### src/rtl/fetch_unit_if.sv
// Fetch-stage bus bundle: next-PC select inputs, instruction-memory request port
// and the valid/ready handshake towards decode.
interface fetch_unit_if;
  logic [1:0]  branch;
  logic        branch_valid;
  logic [31:0] branch_target;
  logic [31:0] alu_out;

  logic        imem_req;
  logic [31:0] imem_addr;
  logic        imem_gnt;
  logic        imem_rvalid;
  logic [31:0] imem_rdata;

  logic        if_valid;
  logic        if_ready;
  logic [31:0] if_pc;
  logic [31:0] if_instr;

  modport master (
    input  branch,
    input  branch_valid,
    input  branch_target,
    input  alu_out,
    output imem_req,
    output imem_addr,
    input  imem_gnt,
    input  imem_rvalid,
    input  imem_rdata,
    output if_valid,
    input  if_ready,
    output if_pc,
    output if_instr
  );

  modport slave (
    output branch,
    output branch_valid,
    output branch_target,
    output alu_out,
    input  imem_req,
    input  imem_addr,
    output imem_gnt,
    output imem_rvalid,
    output imem_rdata,
    input  if_valid,
    output if_ready,
    input  if_pc,
    input  if_instr
  );
endinterface

### src/rtl/fetch_unit.sv
// Instruction-fetch stage: owns the PC, keeps one memory request in flight and hands
// instructions to decode through an output buffer backed by a one-entry skid.
module fetch_unit #(
  parameter logic [31:0] ResetPc  = 32'h0000_0000,
  parameter logic [31:0] NopInstr = 32'h0000_0013
) (
  input logic          clk,
  input logic          rst_n,
  fetch_unit_if.master bus
);

  typedef enum logic [1:0] {StFetch, StWait, StHold} state_e;

  state_e      state_q, state_d;
  logic [31:0] fetch_pc_q, fetch_pc_d;
  logic [31:0] inflight_pc_q, inflight_pc_d;
  logic        kill_q, kill_d;
  logic        run_q;

  logic        out_valid_q, out_valid_d;
  logic [31:0] out_pc_q, out_pc_d;
  logic [31:0] out_instr_q, out_instr_d;

  logic        skid_valid_q, skid_valid_d;
  logic [31:0] skid_pc_q, skid_pc_d;
  logic [31:0] skid_instr_q, skid_instr_d;

  logic        redirect;
  logic        grant;
  logic        drain;
  logic [31:0] target;

  assign redirect = bus.branch_valid && ((bus.branch == 2'b01) || (bus.branch == 2'b10));
  assign target   = ((bus.branch == 2'b01) ? bus.branch_target : bus.alu_out) & 32'hFFFF_FFFC;

  // run_q keeps the request low until the first edge after reset release.
  assign bus.imem_req  = run_q && (state_q == StFetch) && !skid_valid_q;
  assign bus.imem_addr = fetch_pc_q;
  assign grant         = bus.imem_req && bus.imem_gnt;
  assign drain         = out_valid_q && bus.if_ready;

  assign bus.if_valid = out_valid_q;
  assign bus.if_pc    = out_pc_q;
  assign bus.if_instr = out_valid_q ? out_instr_q : NopInstr;

  always_comb begin
    state_d       = state_q;
    fetch_pc_d    = fetch_pc_q;
    inflight_pc_d = inflight_pc_q;
    kill_d        = kill_q;
    out_valid_d   = out_valid_q;
    out_pc_d      = out_pc_q;
    out_instr_d   = out_instr_q;
    skid_valid_d  = skid_valid_q;
    skid_pc_d     = skid_pc_q;
    skid_instr_d  = skid_instr_q;

    if (drain) begin
      out_valid_d = 1'b0;
    end

    case (state_q)
      StFetch: begin
        if (grant) begin
          inflight_pc_d = fetch_pc_q;
          fetch_pc_d    = fetch_pc_q + 32'd4;
          state_d       = StWait;
        end
      end
      StWait: begin
        if (bus.imem_rvalid) begin
          if (kill_q) begin
            kill_d  = 1'b0;
            state_d = StFetch;
          end else if (!out_valid_q || drain) begin
            out_valid_d = 1'b1;
            out_pc_d    = inflight_pc_q;
            out_instr_d = bus.imem_rdata;
            state_d     = StFetch;
          end else begin
            skid_valid_d = 1'b1;
            skid_pc_d    = inflight_pc_q;
            skid_instr_d = bus.imem_rdata;
            state_d      = StHold;
          end
        end
      end
      StHold: begin
        if (drain) begin
          out_valid_d  = 1'b1;
          out_pc_d     = skid_pc_q;
          out_instr_d  = skid_instr_q;
          skid_valid_d = 1'b0;
          state_d      = StFetch;
        end
      end
      default: state_d = StFetch;
    endcase

    // Redirect overrides everything above; a request still in flight must be killed.
    if (redirect) begin
      fetch_pc_d   = target;
      out_valid_d  = 1'b0;
      skid_valid_d = 1'b0;
      case (state_q)
        StFetch: begin
          if (grant) begin
            kill_d  = 1'b1;
            state_d = StWait;
          end else begin
            state_d = StFetch;
          end
        end
        StWait: begin
          if (bus.imem_rvalid) begin
            kill_d  = 1'b0;
            state_d = StFetch;
          end else begin
            kill_d  = 1'b1;
            state_d = StWait;
          end
        end
        default: state_d = StFetch;
      endcase
    end
  end

  always_ff @(posedge clk or negedge rst_n) begin
    if (!rst_n) begin
      state_q       <= StFetch;
      fetch_pc_q    <= ResetPc;
      inflight_pc_q <= ResetPc;
      kill_q        <= 1'b0;
      run_q         <= 1'b0;
      out_valid_q   <= 1'b0;
      out_pc_q      <= 32'h0;
      out_instr_q   <= NopInstr;
      skid_valid_q  <= 1'b0;
      skid_pc_q     <= 32'h0;
      skid_instr_q  <= NopInstr;
    end else begin
      state_q       <= state_d;
      fetch_pc_q    <= fetch_pc_d;
      inflight_pc_q <= inflight_pc_d;
      kill_q        <= kill_d;
      run_q         <= 1'b1;
      out_valid_q   <= out_valid_d;
      out_pc_q      <= out_pc_d;
      out_instr_q   <= out_instr_d;
      skid_valid_q  <= skid_valid_d;
      skid_pc_q     <= skid_pc_d;
      skid_instr_q  <= skid_instr_d;
    end
  end

  a_addr_aligned : assert property (@(posedge clk) disable iff (!rst_n)
    bus.imem_req |-> (bus.imem_addr[1:0] == 2'b00));

  a_skid_implies_buf : assert property (@(posedge clk) disable iff (!rst_n)
    skid_valid_q |-> out_valid_q);

  a_stall_stable : assert property (@(posedge clk) disable iff (!rst_n)
    (out_valid_q && !bus.if_ready && !redirect)
      |=> (out_valid_q && $stable(out_pc_q) && $stable(out_instr_q)));

endmodule

### src/flat_wrapper.sv
// flat-port wrapper written by rule: the top's interface ports become plain ports
module fetch_unit_flat 
#(
  parameter logic [31:0] ResetPc  = 32'h0000_0000,
  parameter logic [31:0] NopInstr = 32'h0000_0013
)
  (clk, rst_n, bus_branch, bus_branch_valid, bus_branch_target, bus_alu_out, bus_imem_req, bus_imem_addr, bus_imem_gnt, bus_imem_rvalid, bus_imem_rdata, bus_if_valid, bus_if_ready, bus_if_pc, bus_if_instr);
  fetch_unit_if bus_i ();
  input logic clk;
  input logic rst_n;
  input wire logic [$bits(bus_i.branch)-1:0] bus_branch;
  input wire logic [$bits(bus_i.branch_valid)-1:0] bus_branch_valid;
  input wire logic [$bits(bus_i.branch_target)-1:0] bus_branch_target;
  input wire logic [$bits(bus_i.alu_out)-1:0] bus_alu_out;
  output wire logic [$bits(bus_i.imem_req)-1:0] bus_imem_req;
  output wire logic [$bits(bus_i.imem_addr)-1:0] bus_imem_addr;
  input wire logic [$bits(bus_i.imem_gnt)-1:0] bus_imem_gnt;
  input wire logic [$bits(bus_i.imem_rvalid)-1:0] bus_imem_rvalid;
  input wire logic [$bits(bus_i.imem_rdata)-1:0] bus_imem_rdata;
  output wire logic [$bits(bus_i.if_valid)-1:0] bus_if_valid;
  input wire logic [$bits(bus_i.if_ready)-1:0] bus_if_ready;
  output wire logic [$bits(bus_i.if_pc)-1:0] bus_if_pc;
  output wire logic [$bits(bus_i.if_instr)-1:0] bus_if_instr;
  assign bus_i.branch = bus_branch;
  assign bus_i.branch_valid = bus_branch_valid;
  assign bus_i.branch_target = bus_branch_target;
  assign bus_i.alu_out = bus_alu_out;
  assign bus_imem_req = bus_i.imem_req;
  assign bus_imem_addr = bus_i.imem_addr;
  assign bus_i.imem_gnt = bus_imem_gnt;
  assign bus_i.imem_rvalid = bus_imem_rvalid;
  assign bus_i.imem_rdata = bus_imem_rdata;
  assign bus_if_valid = bus_i.if_valid;
  assign bus_i.if_ready = bus_if_ready;
  assign bus_if_pc = bus_i.if_pc;
  assign bus_if_instr = bus_i.if_instr;
  fetch_unit #(.ResetPc(ResetPc), .NopInstr(NopInstr)) u_core (.clk(clk), .rst_n(rst_n), .bus(bus_i));
endmodule
### config.mk
export PLATFORM = sky130hd
export DESIGN_NAME = fetch_unit_flat
export DESIGN_NICKNAME = d
export VERILOG_FILES = /design/src/rtl/fetch_unit_if.sv /design/src/rtl/fetch_unit.sv /design/src/flat_wrapper.sv
export SDC_FILE = /design/constraint.sdc
export NUM_CORES = 1
export LEC_CHECK = 0
export ABC_AREA = 1
export BUFFER_PORTS_ARGS = -buffer_cell sky130_fd_sc_hd__buf_2
export CAP_MARGIN = 20
export CORE_ASPECT_RATIO = 1.2
export CORE_MARGIN = 3
export CORE_UTILIZATION = 30
export CTS_CLUSTER_SIZE = 20
export DETAILED_ROUTE_END_ITERATION = 8
export SYNTH_ARGS = -nofsm -noshare
export SYNTH_HDL_FRONTEND = slang
export SYNTH_SLANG_ARGS = --single-unit
### constraint.sdc
create_clock -name clk -period 5.3 [get_ports clk]
set_clock_uncertainty 0.2 [all_clocks]
set_input_delay 0.53 -clock clk [delete_from_list [all_inputs] [get_ports clk]]
set_output_delay 0.53 -clock clk [all_outputs]
set_load 0.01 [all_outputs]
### Yosys cells after proc, flatten, opt, wreduce, memory -nomap -nowiden

Cells that the tools add are included.

| word-level totals | value |
|---|---|
| register bits | 198 |
| latch bits | 0 |
| bits in writable memories | 0 |
| bits in read-only memories | 0 |
| logic and storage cells | 91 |
| memories kept | 0 |

| operators by class | value |
|---|---|
| $add $sub $neg | 1 |
| multiply operators | 0 |
| div/mod/pow operators | 0 |
| magnitude comparators | 0 |
| eq/ne operators | 13 |
| shifts and indexed selects | 0 |
| multiplexer cells | 44 |
| bitwise operators | 2 |
| reductions and logical operators | 20 |

Operators with widths:

| kind | count |
|---|---|
| $mux W32 | 13 |
| $pmux W32 S2 | 2 |
| $add A32 B3 Y32 const B | 1 |
| $mux W1 | 18 |
| $mux W2 | 6 |
| $reduce_and A5 Y1 | 2 |
| $ne A3 B1 Y1 const B | 2 |
| $ne A3 B2 Y1 const B | 2 |
| $pmux W1 S2 | 3 |
| $pmux W2 S3 | 1 |
| $reduce_bool A2 Y1 | 3 |
| $logic_and A1 B1 Y1 | 5 |
| $eq A2 B1 Y1 const B | 2 |
| $eq A2 B2 Y1 const B | 2 |
| $ne A2 B1 Y1 const B | 2 |
| $ne A2 B2 Y1 const B | 2 |
| $pmux W2 S2 | 1 |
| $reduce_and A2 Y1 | 2 |
| $reduce_and A4 Y1 | 1 |
| $ne A3 B3 Y1 const B | 1 |
| $reduce_and A3 Y1 | 1 |
| $reduce_bool A3 Y1 | 1 |
| $logic_not A1 Y1 | 2 |
| $logic_not A2 Y1 | 1 |
| 2 further kinds | 4 |

### Logic depth before layout (Yosys ltp)

Gate-level depths: netlist of run 1.

| logic depth | value |
|---|---|
| depth after elaboration | 7 |
| mapped depth | 11 |
| depth with buffers taken out | 10 |

### Worst setup path before layout of run 1

Ideal clock, no wire load.

| timing path | value |
|---|---|
| path kind | input to register |
| start | input bus_branch[1] |
| end | register u_core.fetch_pc_q[7] (netlist: u_core.bus.imem_addr[7]) |
| setup time | 0.120 ns |
| data arrival time | 1.731 ns |
| data required time | 4.980 ns |
| slack | 3.250 ns |
| stages on the path | 11 |
| buffers on the path | 3 |
| cell sequence | inv_1 > ha_1 > nor2_1 > buf_2 > inv_2 > nand2_1 > buf_2 > buf_2 > nand2_1 > o21ai_0 > inv_1 |

| on the way | value |
|---|---|
| word-level cells in the longest chain between the ends | 5 |

Ends and longest elaborated chain:

| item | line | text |
|---|---|---|
| start, declared | flat_wrapper.sv:11 | `input wire logic [$bits(bus_i.branch)-1:0] bus_branch;` |
| $eq A2 B1 Y1 / $eq A2 B2 Y1 (equally long branches) | fetch_unit.sv:33, fetch_unit.sv:34 |  |
| $logic_or A1 B1 Y1 | fetch_unit.sv:33 | `assign redirect = bus.branch_valid && ((bus.branch == 2'b01) \|\| (bus.branch == 2'b10));` |
| $logic_and A1 B1 Y1 | fetch_unit.sv:33 |  |
| $reduce_bool A2 Y1 (no line) | n/a |  |
| $reduce_and A2 Y1 (no line) | n/a |  |
| end signal, assigned | fetch_unit.sv:131 | `fetch_pc_q <= ResetPc;` |
| end signal, assigned | fetch_unit.sv:143 | `fetch_pc_q <= fetch_pc_d;` |
| end, declared | fetch_unit.sv:15 | `logic [31:0] fetch_pc_q, fetch_pc_d;` |

Several ways; a longest one is shown, not always the timed one.
A chain may end at the register's enable or synchronous reset.

### Worst setup path in the final report of run 1

| timing path | value |
|---|---|
| start | register u_core.state_q[0] |
| end | register u_core.fetch_pc_q[27] (netlist: u_core.bus.imem_addr[27]) |

| on the way | value |
|---|---|
| word-level cells in the longest chain between the ends | 6 |

Ends and longest elaborated chain:

| item | line | text |
|---|---|---|
| start, declared | fetch_unit.sv:14 | `state_e state_q, state_d;` |
| start signal, assigned | fetch_unit.sv:130 | `state_q <= StFetch;` |
| start signal, assigned | fetch_unit.sv:142 | `state_q <= state_d;` |
| $logic_not A2 Y1 * | fetch_unit.sv:37, fetch_unit.sv:62 |  |
| $logic_and A1 B1 Y1 (2 in a row) | fetch_unit.sv:37 | `assign bus.imem_req = run_q && (state_q == StFetch) && !skid_valid_q;` |
| $logic_and A1 B1 Y1 | fetch_unit.sv:39 | `assign grant = bus.imem_req && bus.imem_gnt;` |
| $reduce_bool A2 Y1 (no line) | n/a |  |
| $reduce_and A2 Y1 (no line) * | n/a |  |

Every way passes the cells marked *; elsewhere a longest branch is shown, timed or not.

==> flow_metrics.env, run 1 <==
export IMPL_setup_tns_ns=0
export IMPL_criticalPathCategory="register to register"
export IMPL_layout_commonest_cell="nand2_1"
export IMPL_rsz0062_at_grt="no"
export IMPL_cp_slowest_cell="nand2_1"
export IMPL_grt_antenna_before_repair=0
export IMPL_holdPathEnd="u_core.skid_instr_q[9]"
export IMPL_r2r_end="u_core.bus.imem_addr[27]"
export IMPL_cts_tree="yes"
export IMPL_cts_made_buffers=17
export IMPL_cts_clk_slew_worst_paths_ns=0.07
export IMPL_cp_slowest_stage_delay_ns=0.55
export IMPL_clock_sinks=190
export IMPL_share_seq_of_total_power=0.405
export IMPL_die_h_um=201
export IMPL_fin_nets=1410
export IMPL_swShare=0.387
export IMPL_routedWlPerCell_um=14.7
export IMPL_hp_start="bus_imem_rdata[9]"
export IMPL_cp_max_fo=68
export IMPL_clk_latency_ns=0.43
export IMPL_initial_core_util=0.307
export IMPL_leakagePower_nw=5.85
export IMPL_status="completed"
export IMPL_final_area_um2=11400
export IMPL_drt_pass1_iterations=5
export IMPL_overflow=0
export IMPL_ys_types=30
export IMPL_drv_slew=0
export IMPL_yosysWarnings=0
export IMPL_yosys_most_used_dff="dfrtp_1"
export IMPL_num_antenna_cells=0
export IMPL_syn_inst=1141
export IMPL_rows=70
export IMPL_h_tree_depth=4
export IMPL_final_cell_mix="nand2_1 (320), buf_2 (192), dfrtp_1 (184)"
export IMPL_die_area_um2=33700
export IMPL_dp_hpwl_um=17400
export IMPL_vdd_ir_drop_max_mv=0.237
export IMPL_grt_use_total=0.151
export IMPL_synth_edff_count=0
export IMPL_rr_startpoint="u_core.state_q[0]"
export IMPL_critical_path_cell_chain="inv_1, ha_1, nand2_1, nor2_1, nand2_2, buf_4, nand2_1, buf_4, o21ai_0, inv_1, a21oi_1"
export IMPL_cap_violations=0
export IMPL_crit_required_ns=5.46
export IMPL_grt_max_degree=116
export IMPL_route_detailed_drc=0
export IMPL_final_core_util=0.369
export IMPL_synth_avg_cell_area_um2=8.30
export IMPL_fmax_mhz=341
export IMPL_vias=7856
export IMPL_finalSetupViolations=0
export IMPL_max_slew_margin=0.444
export IMPL_io_pins=202
export IMPL_comb_power_share=0.382
export IMPL_hold_violations=0
export IMPL_antenna_left=0
export IMPL_worstPathArrival_ns=3.10
export IMPL_powerDensity_nw_per_um2=565
export IMPL_clkPwrFrac=0.213
export IMPL_placed_area_um2=10800
export IMPL_syn_area_um2=9470
export IMPL_root_buffer="clkbuf_16"
export IMPL_viasPerCell=4.60
export IMPL_gp_congestion=0.893
export IMPL_cts_hold_buf=1
export IMPL_critPathLaunchType="register"
export IMPL_multi_input_area_um2=4000
export IMPL_grt_pass1_wl_um=41100
export IMPL_async_reset_ff_frac=1.00
export IMPL_cp_end_kind="register"
export IMPL_ys_seq_elements=190
export IMPL_finalWirelength_um=25200
export IMPL_cts_resized=0
export IMPL_die_x_um=168
export IMPL_grt_pass1_vias=7600
export IMPL_tightest_slew_ns=0.833
export IMPL_ys_seq_area_frac=0.503
export IMPL_cts_buffer_depth=2
export IMPL_area_delta_synth_final_pct=20.2
export IMPL_r2r_slack_ns=2.36
export IMPL_postCtsSetupBuffers=0
export IMPL_whs_path_depth=2
export IMPL_drtIter0Drc=478
export IMPL_layout_drive_gt1_share=0.237
export IMPL_p_sw_mw=2.49
export IMPL_min_period_over_period=0.554
export IMPL_numPortBuffers=193
export IMPL_coreArea_um2=30800
export IMPL_hp_class="primary input to register"
export IMPL_fillerInstances=3225
export IMPL_seqCellArea_um2=4760
export IMPL_timing_final_crit_period_ns=2.94
export IMPL_reg2reg_depth=11
export IMPL_internal_power_mw=3.95
[synth_stat cells, types with 10 or more instances]
cell      count  area, um2
o211ai_1     10       75.1
mux2_4       32        480
nand3_1      37        185
buf_2        26        130
nand2_1     322       1210
mux2_2       26        293
a31oi_1      62        388
dfrtp_1     184       4600
clkbuf_1     29        109
o21ai_0      89        445
a21oi_1      21        105
inv_1       105        394
nor2_1      142        533
[power by group through the flow]
stage	clock network [mW]	registers, mW	logic [mW]
2_1_floorplan	0	2.61	1.63
3_3_place_gp	0	2.61	2.44
3_5_place_dp	0	2.64	2.50
4_1_cts	1.42	2.61	2.51
5_1_grt	1.47	2.71	2.83
6_report	1.37	2.61	2.46
[layout make-up]
type	instances	area share
multi-input combinational	779	0.351
clock buffer	18	0.0377
timing repair buffer	205	0.0977
inverter	107	0.0353
tap	396	0.0435
sequential	190	0.418
clock inverter	13	0.0165
[critical path, delay by kind of cell (launching register included)]
| kind | cells | cell delay, ns |
|---|---|---|
| flip-flops | 1 | 0.35 |
| AO/OA/AOI/OAI | 2 | 0.24 |
| adder cells (fa/ha/maj) | 1 | 0.25 |
| buffers and inverters | 4 | 1.03 |
| AND/OR/NAND/NOR | 4 | 0.76 |
[state kept, by name, summed over array words and instances (netlist names)]
register and cells:
u_core.state_q 2, u_core.inflight_pc_q 30, u_core.bus.imem_addr 30, u_core.out_instr_q 32
u_core.skid_pc_q 30, u_core.kill_q 1, u_core.skid_valid_q 1, u_core.bus.if_valid 1
u_core.bus.if_pc 30, u_core.skid_instr_q 32, u_core.run_q 1
[kinds of logic (layout without fill, tap and decap cells)]
kind of cell | count (synthesis) | in the layout | synth area share
AOI/OAI and AO/OA | 196 | 196 | 0.116
adders and majority gates | 6 | 6 | 0.00793
buffers and inverters | 175 | 343 | 0.0784
DFF | 190 | 190 | 0.503
muxes | 58 | 58 | 0.0817
other | 2 | 5 | 0.000793
and+or+nand+nor | 514 | 514 | 0.212
[routing by layer]
metal | routed length [um] | up-vias | track usage
met5 | 0 | - | 0
met3 | 1150 | 32 | 0.0292
li1 | - | 4003 | -
met2 | 11400 | 194 | 0.235
met1 | 12100 | 3627 | 0.210
met4 | 502 | 0 | 0.0500
[metrics by stage]
stage          std cells  setup slack [ns]  power (mW)  hold slack (ns)
6_report            1708              2.36        6.44            0.138
5_1_grt             1708              2.01        7.01            0.124
4_1_cts             1708              2.28        6.54            0.111
3_5_place_dp        1676              2.16        5.14            0.272
3_3_place_gp        1674              2.04        5.05            0.271
2_1_floorplan       1144              3.25        4.24           0.0344
[worst max-delay path by stage]
stage | from | slack, ns | end | cells after the start
3_5_place_dp | bus_branch[1] | 2.16 | u_core.bus.imem_addr[24] | 10
2_1_floorplan | bus_branch[1] | 3.25 | u_core.bus.imem_addr[7] | 11
3_3_place_gp | u_core.bus.if_valid | 2.04 | u_core.out_instr_q[4] | 8
5_1_grt | u_core.state_q[1] | 2.01 | u_core.bus.imem_addr[24] | 11
6_report | u_core.state_q[0] | 2.36 | u_core.bus.imem_addr[27] | 11
4_1_cts | u_core.state_q[0] | 2.28 | u_core.bus.imem_addr[21] | 11
Note: power is estimated with default switching activity, not from simulation.
==> inputs of run 2 (changes only) <==
Settings changed: ABC_AREA 1 to 0.
Clock period 5.3 ns to 2.9 ns, I/O delays scaled along.
==> run 2 against run 1 <==
Against the previous run: fmax rose by 18%; sequential cell count did not move; via count fell by 11%; die area fell by 2.1%; worst setup slack worse by 2.0 ns; core utilization is 2.8 points higher; sequential share of layout area down 1.9 points; area after synthesis fell by 2.1%; worst hold slack worse by 0.12 ns; first-iteration DRC count down 28%; largest cell class unchanged.
==> flow_metrics.env, run 2 <==
export IMPL_critical_path_depth=6
export IMPL_cp_end_kind="register"
export IMPL_status="completed"
export IMPL_numPortBuffers=193
export IMPL_die_area_um2=33000
export IMPL_synth_top_area_share=0.497
export IMPL_cp_max_fo=14
export IMPL_leakagePower_nw=5.45
export IMPL_swShare=0.332
export IMPL_synthTopCellsByArea="dfrtp_1 (50%), mux2_2 (23%), nand2_1 (4.1%), and2_1 (2.0%), dfstp_2 (1.7%)"
export IMPL_rows=69
export IMPL_rr_startpoint="u_core.state_q[0]"
export IMPL_cap_violations=0
export IMPL_vias=6954
export IMPL_route_detailed_drc=0
export IMPL_grt_max_degree=77
export IMPL_internal_power_mw=7.04
export IMPL_root_buffer="clkbuf_16"
export IMPL_viasPerCell=4.84
export IMPL_crit_required_ns=3.03
export IMPL_yosysWarnings=0
export IMPL_final_cell_mix="buf_2 (192), mux2_2 (187), dfrtp_1 (184)"
export IMPL_timing_final_crit_period_ns=2.49
export IMPL_hp_start="bus_alu_out[10]"
export IMPL_initial_core_util=0.308
export IMPL_syn_inst=791
export IMPL_synth_largest_area_cell="dfrtp_1"
export IMPL_path_delay_family="simple AND/OR/NAND/NOR gates"
export IMPL_reg2reg_depth=6
export IMPL_ys_seq_elements=190
export IMPL_io_pins=202
export IMPL_critPathLaunchType="register"
export IMPL_min_period_over_period=0.860
export IMPL_cts_made_buffers=17
export IMPL_holdWs_ns=0.0195
export IMPL_setup_tns_ns=0
export IMPL_cts_tree="yes"
export IMPL_layout_commonest_cell="buf_2"
export IMPL_antenna_left=0
export IMPL_cp_slowest_cell="or4_1"
export IMPL_share_seq_of_total_power=0.430
export IMPL_worstPathArrival_ns=2.63
export IMPL_post_place_ws_ns=0.444
export IMPL_drtIter0Drc=342
export IMPL_h_tree_depth=4
export IMPL_r2r_slack_ns=0.41
export IMPL_overflow=0
export IMPL_yosys_most_used_dff="dfrtp_1"
export IMPL_area_delta_synth_final_pct=28.8
export IMPL_async_reset_ff_frac=1.00
export IMPL_placedCellCount=1343
export IMPL_synth_avg_cell_area_um2=11.7
export IMPL_grt_pass1_wl_um=38300
export IMPL_ys_seq_area_frac=0.514
export IMPL_fin_nets=1145
export IMPL_clock_sinks=190
export IMPL_cts_clk_slew_worst_paths_ns=0.08
export IMPL_ys_types=50
export IMPL_setup_slack_ns=0.407
export IMPL_powerDensity_nw_per_um2=883
export IMPL_path_buf_inv=1
export IMPL_grt_use_total=0.146
export IMPL_rsz0062_at_grt="no"
export IMPL_tightest_slew_ns=0.692
export IMPL_die_h_um=199
export IMPL_coreArea_um2=30000
export IMPL_routedWlPerCell_um=16.7
export IMPL_whs_path_depth=3
export IMPL_syn_area_um2=9270
export IMPL_crit_start="u_core.state_q[0]"
export IMPL_layout_drive_gt1_share=0.425
export IMPL_stdcell_count=1436
export IMPL_holdPathEnd="u_core.bus.imem_addr[10]"
export IMPL_gp_congestion=0.820
export IMPL_synth_edff_count=0
export IMPL_drv_slew=0
export IMPL_num_antenna_cells=0
export IMPL_yosysMostFrequentCell="mux2_2"
export IMPL_criticalPathCategory="register to register"
export IMPL_ys_top_cells_by_count="mux2_2 (187), dfrtp_1 (184), nand2_1 (101), and2_1 (30), clkbuf_1 (27)"
export IMPL_max_slew_margin=0.538
export IMPL_reg_largest_list="u_core.out_instr_q (32), u_core.skid_instr_q (32)"
export IMPL_finalWirelength_um=24000
export IMPL_cp_slowest_stage_delay_ns=0.50
export IMPL_clk_latency_ns=0.44
export IMPL_cts_buffer_depth=2
export IMPL_vdd_ir_drop_max_mv=0.386
export IMPL_dp_hpwl_um=16300
export IMPL_p_sw_mw=3.49
export IMPL_postCtsSetupBuffers=0
export IMPL_comb_power_share=0.349
export IMPL_die_x_um=166
export IMPL_hp_class="primary input to register"
export IMPL_r2r_end="u_core.bus.imem_addr[30]"
export IMPL_clkPwrFrac=0.221
export IMPL_hold_violations=0
export IMPL_critical_path_cell_chain="inv_1, ha_1, and4b_1, nand2_1, or4_1, a31o_2"
export IMPL_finalSetupViolations=0
export IMPL_fmax_mhz=401
export IMPL_grt_pass1_vias=6958
export IMPL_drt_pass1_iterations=5
export IMPL_grt_antenna_before_repair=1
-- run 2: area by class of cell --
class	count	area, um2
multi-input combinational	541	4270
sequential	190	4760
clock inverter	12	128
fill	2954	18100
inverter	9	33.8
tap	390	488
timing repair buffer	276	1820
clock buffer	18	439
-- run 2: worst max-delay path by stage --
| stage | to |
|---|---|
| after CTS | u_core.bus.imem_addr[19] |
| after global routing | u_core.bus.imem_addr[30] |
| final | u_core.bus.imem_addr[30] |
| after detailed placement | u_core.bus.imem_addr[19] |
| after floorplan | u_core.bus.if_pc[10] |
| after global placement | u_core.bus.imem_addr[15] |
-- run 2: power groups by stage --
stage                     Combinational [mW]  Sequential (mW)  Clock, mW
after floorplan                         2.42             4.50          0
after global placement                  3.62             4.53          0
after detailed placement                3.69             4.59          0
after CTS                               3.77             4.54       2.43
after global routing                    4.07             4.69       2.54
final                                   3.68             4.53       2.33
-- run 2: repair_timing --
| item | in CTS | in global routing |
|---|---|---|
| gates resized for setup | 0 | 0 |
| hold buffers | 63 | 0 |
| hold endpoints to repair | 136 | 0 |
-- run 2: worst reg2reg max path, delay by kind of cell (launching register included) --
family                     cells  cell delay, ns
DFF                            1            0.41
and+or+nand+nor                3            1.08
adders and majority gates      1            0.28
AOI/OAI and AO/OA              1            0.26
buffers and inverters          1            0.15
-- run 2: per-stage QoR --
| stage | total power, mW | cell area, um2 | utilization |
|---|---|---|---|
| 2_1_floorplan | 6.92 | 9280 | - |
| 3_3_place_gp | 8.15 | 10700 | 0.357 |
| 3_5_place_dp | 8.28 | 10700 | 0.357 |
| 4_1_cts | 10.7 | 11900 | 0.397 |
| 5_1_grt | 11.3 | 11900 | 0.397 |
| 6_report | 10.5 | 11900 | 0.397 |
-- run 2: metal layers --
| metal | vias to the layer above | share of wire | global-route usage |
|---|---|---|---|
| li1 | 3326 | - | - |
| met1 | 3431 | 0.45 | 0.192 |
| met2 | 184 | 0.48 | 0.242 |
| met3 | 13 | 0.053 | 0.0360 |
| met4 | 0 | 0.013 | 0.0376 |
| met5 | - | 0 | 0 |
-- run 2: cells by family (layout without fill, tap and decap cells) --
logic type	Yosys count	after routing	synth area share
and+or+nand+nor	237	237	0.135
muxes	200	200	0.241
other	2	5	0.000810
DFF	190	190	0.514
xor gates and xnor gates	8	8	0.00756
adders and majority gates	6	6	0.00810
buffers and inverters	63	315	0.0309
AOI/OAI and AO/OA	85	85	0.0625
